[src/rtl/counter.sv]
// rtl/counter.sv - parameterised up/down counter with load, enable and registered wrap flag
module counter #(
   parameter int length = 10
) (
   input  logic              clk,
   input  logic              rst,
   input  logic              cen,
   input  logic              ld,
   input  logic              u_d,
   input  logic [length-1:0] d_in,
   output logic [length-1:0] q,
   output logic              cout
);

   localparam logic [length-1:0] MAX_VAL = '1;
   localparam logic [length-1:0] ONE     = length'(1);

   logic [length-1:0] q_q, q_d;
   logic              cout_q, cout_d;

   // Next-state: load wins over counting; the wrap flag only survives a wrapping count edge.
   always_comb begin
      q_d    = q_q;
      cout_d = 1'b0;
      if (ld) begin
         q_d = d_in;
      end else if (cen) begin
         if (u_d) begin
            q_d    = q_q + ONE;
            cout_d = (q_q == MAX_VAL);
         end else begin
            q_d    = q_q - ONE;
            cout_d = (q_q == '0);
         end
      end
   end

   // State register with synchronous reset overriding every other input.
   always_ff @(posedge clk) begin
      if (rst) begin
         q_q    <= '0;
         cout_q <= 1'b0;
      end else begin
         q_q    <= q_d;
         cout_q <= cout_d;
      end
   end

   assign q    = q_q;
   assign cout = cout_q;

endmodule

[config.mk]
export PLATFORM = sky130hd
export DESIGN_NAME = counter
export DESIGN_NICKNAME = d
export VERILOG_FILES = /design/src/rtl/counter.sv
export SDC_FILE = /design/constraint.sdc
export NUM_CORES = 1
export LEC_CHECK = 0
export CORE_MARGIN = 1.5
export CORE_UTILIZATION = 42
export CTS_CLUSTER_SIZE = 16
export DETAILED_ROUTE_END_ITERATION = 7
export PLACE_DENSITY = 0.72
export SETUP_SLACK_MARGIN = 0.5
export SLEW_MARGIN = 20
export SYNTH_ARGS = -nofsm -noshare
export SYNTH_HDL_FRONTEND = slang
export SYNTH_SLANG_ARGS = --single-unit
[constraint.sdc]
create_clock -name clk -period 1.78 [get_ports clk]
set_input_delay 0.356 -clock clk [delete_from_list [all_inputs] [get_ports clk]]
set_output_delay 0.356 -clock clk [all_outputs]
set_load 0.01 [all_outputs]
==> results of run 1 <==
==> cell usage in the layout (no fill, tap or decap), types with 2 or more instances in the layout <==
cell type / Yosys / layout
sky130_fd_sc_hd__xor2_1: 4 / 4
sky130_fd_sc_hd__o21a_1: 3 / 3
sky130_fd_sc_hd__dlygate4sd2_1: 0 / 2
sky130_fd_sc_hd__buf_12: 0 / 2
sky130_fd_sc_hd__nor2_1: 9 / 9
sky130_fd_sc_hd__nor3b_1: 4 / 4
sky130_fd_sc_hd__a21oi_2: 0 / 3
sky130_fd_sc_hd__nand4_1: 2 / 2
sky130_fd_sc_hd__a21oi_1: 12 / 9
sky130_fd_sc_hd__o211ai_1: 2 / 2
sky130_fd_sc_hd__dfxtp_2: 0 / 5
sky130_fd_sc_hd__a211oi_2: 0 / 3
sky130_fd_sc_hd__ha_4: 0 / 8
sky130_fd_sc_hd__buf_6: 0 / 13
sky130_fd_sc_hd__nor3_1: 5 / 4
sky130_fd_sc_hd__inv_1: 8 / 5
sky130_fd_sc_hd__a31oi_1: 2 / 2
sky130_fd_sc_hd__xnor2_1: 3 / 3
sky130_fd_sc_hd__clkbuf_4: 0 / 3
sky130_fd_sc_hd__clkdlybuf4s15_1: 0 / 2
sky130_fd_sc_hd__o21ai_2: 0 / 2
sky130_fd_sc_hd__nand3_1: 2 / 2
sky130_fd_sc_hd__o22ai_1: 4 / 3
sky130_fd_sc_hd__o21ai_1: 0 / 4
sky130_fd_sc_hd__inv_2: 1 / 3
sky130_fd_sc_hd__buf_4: 0 / 29
sky130_fd_sc_hd__clkdlybuf4s50_1: 0 / 12
sky130_fd_sc_hd__dfxtp_4: 0 / 5
==> path summary, 6_finish.rpt <==
kind | slack, ns | from | to
setup / recovery | -0.03 | q[1] | q[8]
hold reg to reg | 0.68 | q[9] | q[9]
setup reg to reg | -0.03 | q[1] | q[8]
hold / removal | 0.53 | cen | cout
==> power by group <==
part           total, mW  internal (mW)  switching, mW  leakage [nW]
clock network      0.210         0.0875          0.123        0.0150
logic              0.586          0.322          0.264         0.601
registers          0.299          0.269         0.0299        0.0957
total               1.10          0.679          0.417         0.712
==> sequential cells by signal (all words and copies together), names as in the netlist <==
register	cells
cout	1
q	10
==> metrics by stage <==
stage	hold WS, ns	setup TNS, ns	setup WS (ns)
after global routing	0.545	-0.174	-0.0767
after global placement	0.663	-4.42	-0.649
final	0.532	-0.0290	-0.0290
after floorplan	0.494	-0.00431	-0.00239
after CTS	0.564	0	0.0658
after detailed placement	0.664	-4.89	-0.743
==> repair_timing <==
action / in CTS / in global routing
pin swaps: 21 / 14
setup endpoints to repair: 20 / 21
hold endpoints to repair: 0 / 0
hold buffers: 0 / 0
gates cloned: 0 / 0
gates resized for setup: 68 / 27
setup buffers: 9 / 4
==> tightest hold or removal path: stages <==
cell                             delay (ns)
sky130_fd_sc_hd__dlymetal6s2s_1        0.15
sky130_fd_sc_hd__inv_2                 0.07
sky130_fd_sc_hd__or3_4                 0.16
sky130_fd_sc_hd__nor2_1                0.05
==> cells by family (layout without fill, tap and decap cells) <==
| family | Yosys count | in the layout | synth area share (%) |
|---|---|---|---|
| xor gates and xnor gates | 7 | 7 | 6.90 |
| and+or+nand+nor | 30 | 30 | 17.9 |
| AOI/OAI and AO/OA | 42 | 42 | 29.9 |
| DFF | 11 | 11 | 24.8 |
| muxes | 1 | 1 | 1.13 |
| buffers and inverters | 14 | 76 | 5.92 |
| adders and majority gates | 9 | 9 | 13.5 |
==> metal layers <==
layer / global-route usage, % / vias up / wire (um)
li1: - / 554 / -
met3: 5.52 / 15 / 363
met1: 44.2 / 580 / 1700
met5: 0 / - / 0
met2: 61.4 / 82 / 2000
met4: 16.7 / 0 / 148
==> cell type report <==
type | count | share of cell area [%]
tap | 27 | 1.92
multi-input combinational | 89 | 46.6
inverter | 9 | 2.14
clock buffer | 4 | 1.50
sequential | 11 | 14.0
timing repair buffer | 63 | 33.9
==> results.md, run 1 <==
* non-filler instance count after layout: 203
* die height: 49.0 um
* slew of the pin with the lowest slew margin: 0.361 ns
* area of the placeable core: 1980 um2
* post-synth top area cell: sky130_fd_sc_hd__dfxtp_1
* average via count per standard cell: 6.06
* worst path cell trace: inv_2 > fa_2 > nor2b_4 > o31a_1 > buf_4 > o31ai_4 > xor2_1 > o21ai_1
* number of storage elements in the synthesis netlist: 11
* detailed router's first-iteration violation count: 45
* Std-Cell Rows: 16
* fill cell count: 94
* Total Power: 1.10 mW
* routed vias: 1231
* number of standard cells after synthesis: 114
* number of design rule violations left after detail routing: 0
* critical path start-end classification: register to register
* CTS tree: done
* drt wl/cell: 20.8 um
* most numerous cell in the Yosys netlist: sky130_fd_sc_hd__a21oi_1
* largest voltage drop on the vdd net: 0.460 mV
* post-synthesis area per instance: 7.79 um2
* syn_nets: 138
* power density relative to cell area: 624 nW/um2
* Crit path max-delay family: compound AO/OA/AOI/OAI gates
* Final Worst Setup Slack: -0.0290 ns
* Antenna diodes: 0
* number of H-tree levels: 1
* I/O Pins: 26
* largest stage delay on the critical path: 0.38 ns
* total cell area at the placement stage: 1390 um2
* number of cells traversed by the worst hold path: 4
* residual overflow from global routing: 0
* asr flop ratio synth: 0%
* effective utilization at floorplan: 44.8%
* final-report setup violation count: 1
* length of the first detailed-routing pass in iterations: 4
* post-synthesis instance area: 888 um2
* Die Outline Area: 2400 um2
* Buf/Inv on CP: 2
* ratio of cells with drive above 1 in the final layout: 50.6%
* wire length of the first global-routing pass: 6.35 mm
* clock transition at the registers of the reported paths: 0.10 ns
* flip-flop and latch area: 245 um2
* Post-synth top flop: sky130_fd_sc_hd__dfxtp_1
* unique cell type count in the Yosys netlist: 34
* Inserted Clock Buffers: 3
* ranking of synthesized cells by area: sky130_fd_sc_hd__dfxtp_1, sky130_fd_sc_hd__ha_1, sky130_fd_sc_hd__a21oi_1
* max_cap viols: 0
* cell count of the worst reg-to-reg path: 8
* slowest library cell on the worst path: sky130_fd_sc_hd__dfxtp_4
* top cell types by occurrence after synthesis: sky130_fd_sc_hd__a21oi_1, sky130_fd_sc_hd__dfxtp_1, sky130_fd_sc_hd__nor2_1
* Critical Path Source Type: register
* DP Wirelength: 2.09 mm
* Root Buffer Master: sky130_fd_sc_hd__clkbuf_4
* final standard cell area without fillers: 1760 um2
* arrival time of the worst setup path: 1.99 ns
* fmax: 553 MHz
* number of synthesized flops with an enable pin: 0
* Max Buffers Root-to-Sink: 2
* count of port buffers added during placement: 25
* total number of cells along the worst setup path: 8
* vias in the first global route: 1255
* final period utilization: 102%
* Post-Route Skew: 0.00859 ns
* antenna violations before repair: 0
* unrepaired setup endpoints after global routing: true
* endpoint class of the critical path: register
* Syn-to-layout area delta: 97.6%
* LEAKAGE: 0.712 nW
* Layout Nets: 201
* routability congestion estimate: 0.882
* number of nets still failing antenna checks after routing: 0
* Hold Fails Final Rpt: 0
* die outline width: 49.0 um
* min-delay worst type: input pin to register
* final worst path period need: 1.81 ns
* GRT Resource Usage Total: 36.0%
* final core utilization: 88.6%
* top fanout value on the critical path: 3
* Final Slew Violations: 0
* sequential-to-total area share from yosys stat: 24.8%
* run status: finished with violations
* TritonCTS Sinks: 11
* violations in the final reports: setup timing
* data required time of the worst path: 1.96 ns
* number of cells in the design after placement: 186
* clock latency of the later-clocked register in the worst-skew pair: 0.30 ns
* count of yosys warnings during synthesis: 0
* tightest slew margin relative to the limit: 75.7%
* area occupied by multi-input gates: 818 um2
* fraction of synthesized cell area taken by the top area cell type: 24.8%
* maximum number of pins on one net before global-route repair: 21
* Detailed Route WL: 4.22 mm
Power figures use the tool's default switching activity.
==> run 2: changes to the inputs <==
Settings changed: SLEW_MARGIN 20 to 40, TNS_END_PERCENT set to 5.
==> run 2 against run 1 <==
  * Clock-buffer cell count unchanged
  * Clock skew up 0.0042 ns
  * Largest cell class unchanged
  * Sequential share of layout area up 0.75 points
  * Clock power down 11%
  * Combinational power down 17%
  * Sequential power down 2%
  * Core utilization down 8.8 points
  * The flow now finishes without violations
==> results.md, run 2 (synthesized netlist as in run 1, its figures left out) <==
* run status: complete, no violations
* drt wl/cell: 16.8 um, -19%
* number of cells traversed by the worst hold path: 5, +1
* setup slack of the most critical reg-to-reg path: 0.12 ns, +0.15 ns
* vias in the first global route: 1153, -8.1%
* critical path start-end classification: input pin to register
* final-report setup violation count: 0, -1
* number of cells in the design after placement: 186, unchanged
* DP Wirelength: 2.14 mm, +2.3%
* startpoint of the most critical hold path: u_d
* arrival time of the worst setup path: 1.91 ns, -0.08 ns
* endpoint class of the critical path: register
* count of port buffers added during placement: 25, unchanged
* ratio of cells with drive above 1 in the final layout: 41.4%, -9.1 points
* final worst hold slack: 0.585 ns, +0.0526 ns
* TritonCTS Sinks: 11, unchanged
* Std-Cell Rows: 16, unchanged
* launch point of the worst path: u_d
* Final Slew Violations: 0, unchanged
* average via count per standard cell: 5.87, -3.2%
* final period utilization: 97.5%, -4.1 points
* Detailed Route WL: 3.30 mm, -22%
* slowest library cell on the worst path: sky130_fd_sc_hd__ha_1
* final worst path period need: 1.74 ns, -0.0728 ns
* number of design rule violations left after detail routing: 0, unchanged
* Buf/Inv on CP: 3, +1
* Critical Path Source Type: input pin
* Hold Fails Final Rpt: 0, unchanged
* Total Negative Setup Slacks: 0 ns, +0.0290 ns
* max_cap viols: 0, unchanged
* cell count of the worst reg-to-reg path: 7, -1
* routability congestion estimate: 0.857, -2.8%
* largest voltage drop on the vdd net: 0.401 mV, -13%
* routed vias: 1150, -6.6%
* Post-Route Skew: 0.0128 ns, +0.00419 ns
* length of the first detailed-routing pass in iterations: 4, unchanged
* power density relative to cell area: 614 nW/um2, -1.6%
* Antenna diodes: 0, unchanged
* top fanout value on the critical path: 5, +2
* final core utilization: 79.8%, -8.8 points
* non-filler instance count after layout: 196, -3.4%
* Crit path max-delay family: compound AO/OA/AOI/OAI gates
* clock transition at the registers of the reported paths: 0.09 ns, about the same
* min-delay worst type: input pin to register
* unrepaired setup endpoints after global routing: true
* maximum number of pins on one net before global-route repair: 21, unchanged
* LEAKAGE: 0.720 nW, +1.1%
* # hold bufs at CTS: 0, unchanged
* Inserted Clock Buffers: 3, unchanged
* Final Worst Setup Slack: 0.0438 ns, +0.0728 ns
* tightest slew margin relative to the limit: 72.7%, -3.0 points
* number of H-tree levels: 1, unchanged
* Die Outline Area: 2400 um2, unchanged
* max FFs per register: 10, unchanged
* clock latency of the later-clocked register in the worst-skew pair: 0.28 ns, -0.02 ns
* worst path cell trace: buf_8 > clkinvlp_4 > buf_4 > ha_1 > a21oi_2 > nand2_1 > o31ai_2 > xor2_1 > o21ai_0
* Layout Nets: 194, -3.5%
* commonest non-fill, non-tap cells in the layout: sky130_fd_sc_hd__buf_4, sky130_fd_sc_hd__clkdlybuf4s50_1, sky130_fd_sc_hd__nor2_1, sky130_fd_sc_hd__a21oi_1, sky130_fd_sc_hd__dfxtp_2
* fmax: 576 MHz, +4.2%
* residual overflow from global routing: 0, unchanged
* Hold Crit Endpoint: q[9]
* antenna violations before repair: 0, unchanged
* Syn-to-layout area delta: 78.0%
* most common cell after layout, fill and taps aside: sky130_fd_sc_hd__buf_4
* largest stage delay on the critical path: 0.32 ns, -0.06 ns
* effective utilization at floorplan: 44.8%, unchanged
* GRT Resource Usage Total: 27.4%, -8.6 points
* I/O Pins: 26, unchanged
* Setup Slack @ Placement: -0.733 ns, +0.00962 ns
* CTS tree: done
* critical register-to-register path endpoint: q[7]
* launch point of the worst reg-to-reg path: q[2]
* Max Buffers Root-to-Sink: 2, unchanged
* Root Buffer Master: sky130_fd_sc_hd__clkbuf_4
* fill cell count: 119, +27%
* number of nets still failing antenna checks after routing: 0, unchanged
* wire length of the first global-routing pass: 5.20 mm, -18%
* die height: 49.0 um, unchanged
* area of the placeable core: 1980 um2, unchanged
* slew of the pin with the lowest slew margin: 0.406 ns, +0.0452 ns
* die outline width: 49.0 um, unchanged
* detailed router's first-iteration violation count: 44, -2.2%
* data required time of the worst path: 1.95 ns, about the same
-- run 2: changes by cell type in the layout (fill, tap and decap cells not counted), moves of 3 or more --
cell                             previous run  this run
sky130_fd_sc_hd__a211oi_2                   3         0
sky130_fd_sc_hd__buf_6                     13         3
sky130_fd_sc_hd__dfxtp_4                    5         1
sky130_fd_sc_hd__clkbuf_2                   1         5
sky130_fd_sc_hd__a211oi_1                   0         3
sky130_fd_sc_hd__dlymetal6s2s_1             1         6
-- run 2: layout make-up --
class,count,area (um2),share of cell area (%)
well taps,27,33.8,2.14
repair buffers,56,489,30.9
flip-flops and latches,11,233,14.7
multi-input cells,89,762,48.2
clock buffers,4,26.3,1.66
inverters,9,37.5,2.37
-- run 2: worst min-delay path: cells and delay by family --
family / cells / cell delay [ns]
buffers and inverters: 2 / 0.21
xor gates and xnor gates: 2 / 0.20
AOI/OAI and AO/OA: 1 / 0.06
-- run 2: per-layer routing --
layer  vias up  track usage, %  routed length [um]  part of all wire [%]
met5         -               0                   0                     0
met4         0            6.67                  70                   2.1
met3        13            3.37                 167                   5.1
met2        55            51.6                1720                    52
met1       543            32.6                1340                    41
li1        539               -                   -                     -
-- run 2: timing repair --
item / CTS / global route
resized for setup: 18 / 40
pin swaps: 7 / 15
setup endpoints to repair: 21 / 22
buffers inserted: 6 / 0
-- run 2: worst max path at each step --
stage | endpoint | slack (ns) | cells after the start
detailed placement | q[8] | -0.73 | 8
global route | q[8] | -0.02 | 9
finish | q[8] | 0.04 | 9
global placement | q[8] | -0.70 | 8
floorplan | q[6] | -0.004 | 7
CTS | q[6] | 0.03 | 8
-- run 2: stage by stage --
step           area [um2]  total power, mW
3_5_place_dp         1380            0.698
2_1_floorplan         922            0.504
4_1_cts              1490            0.906
5_1_grt              1580             1.02
3_3_place_gp         1380            0.682
6_report             1580            0.971
-- run 2: where the power goes --
| group | total [mW] | switching [mW] | internal, mW |
|---|---|---|---|
| Sequential | 0.294 | 0.0246 | 0.270 |
| Clock | 0.187 | 0.100 | 0.0869 |
| Combinational | 0.489 | 0.222 | 0.267 |
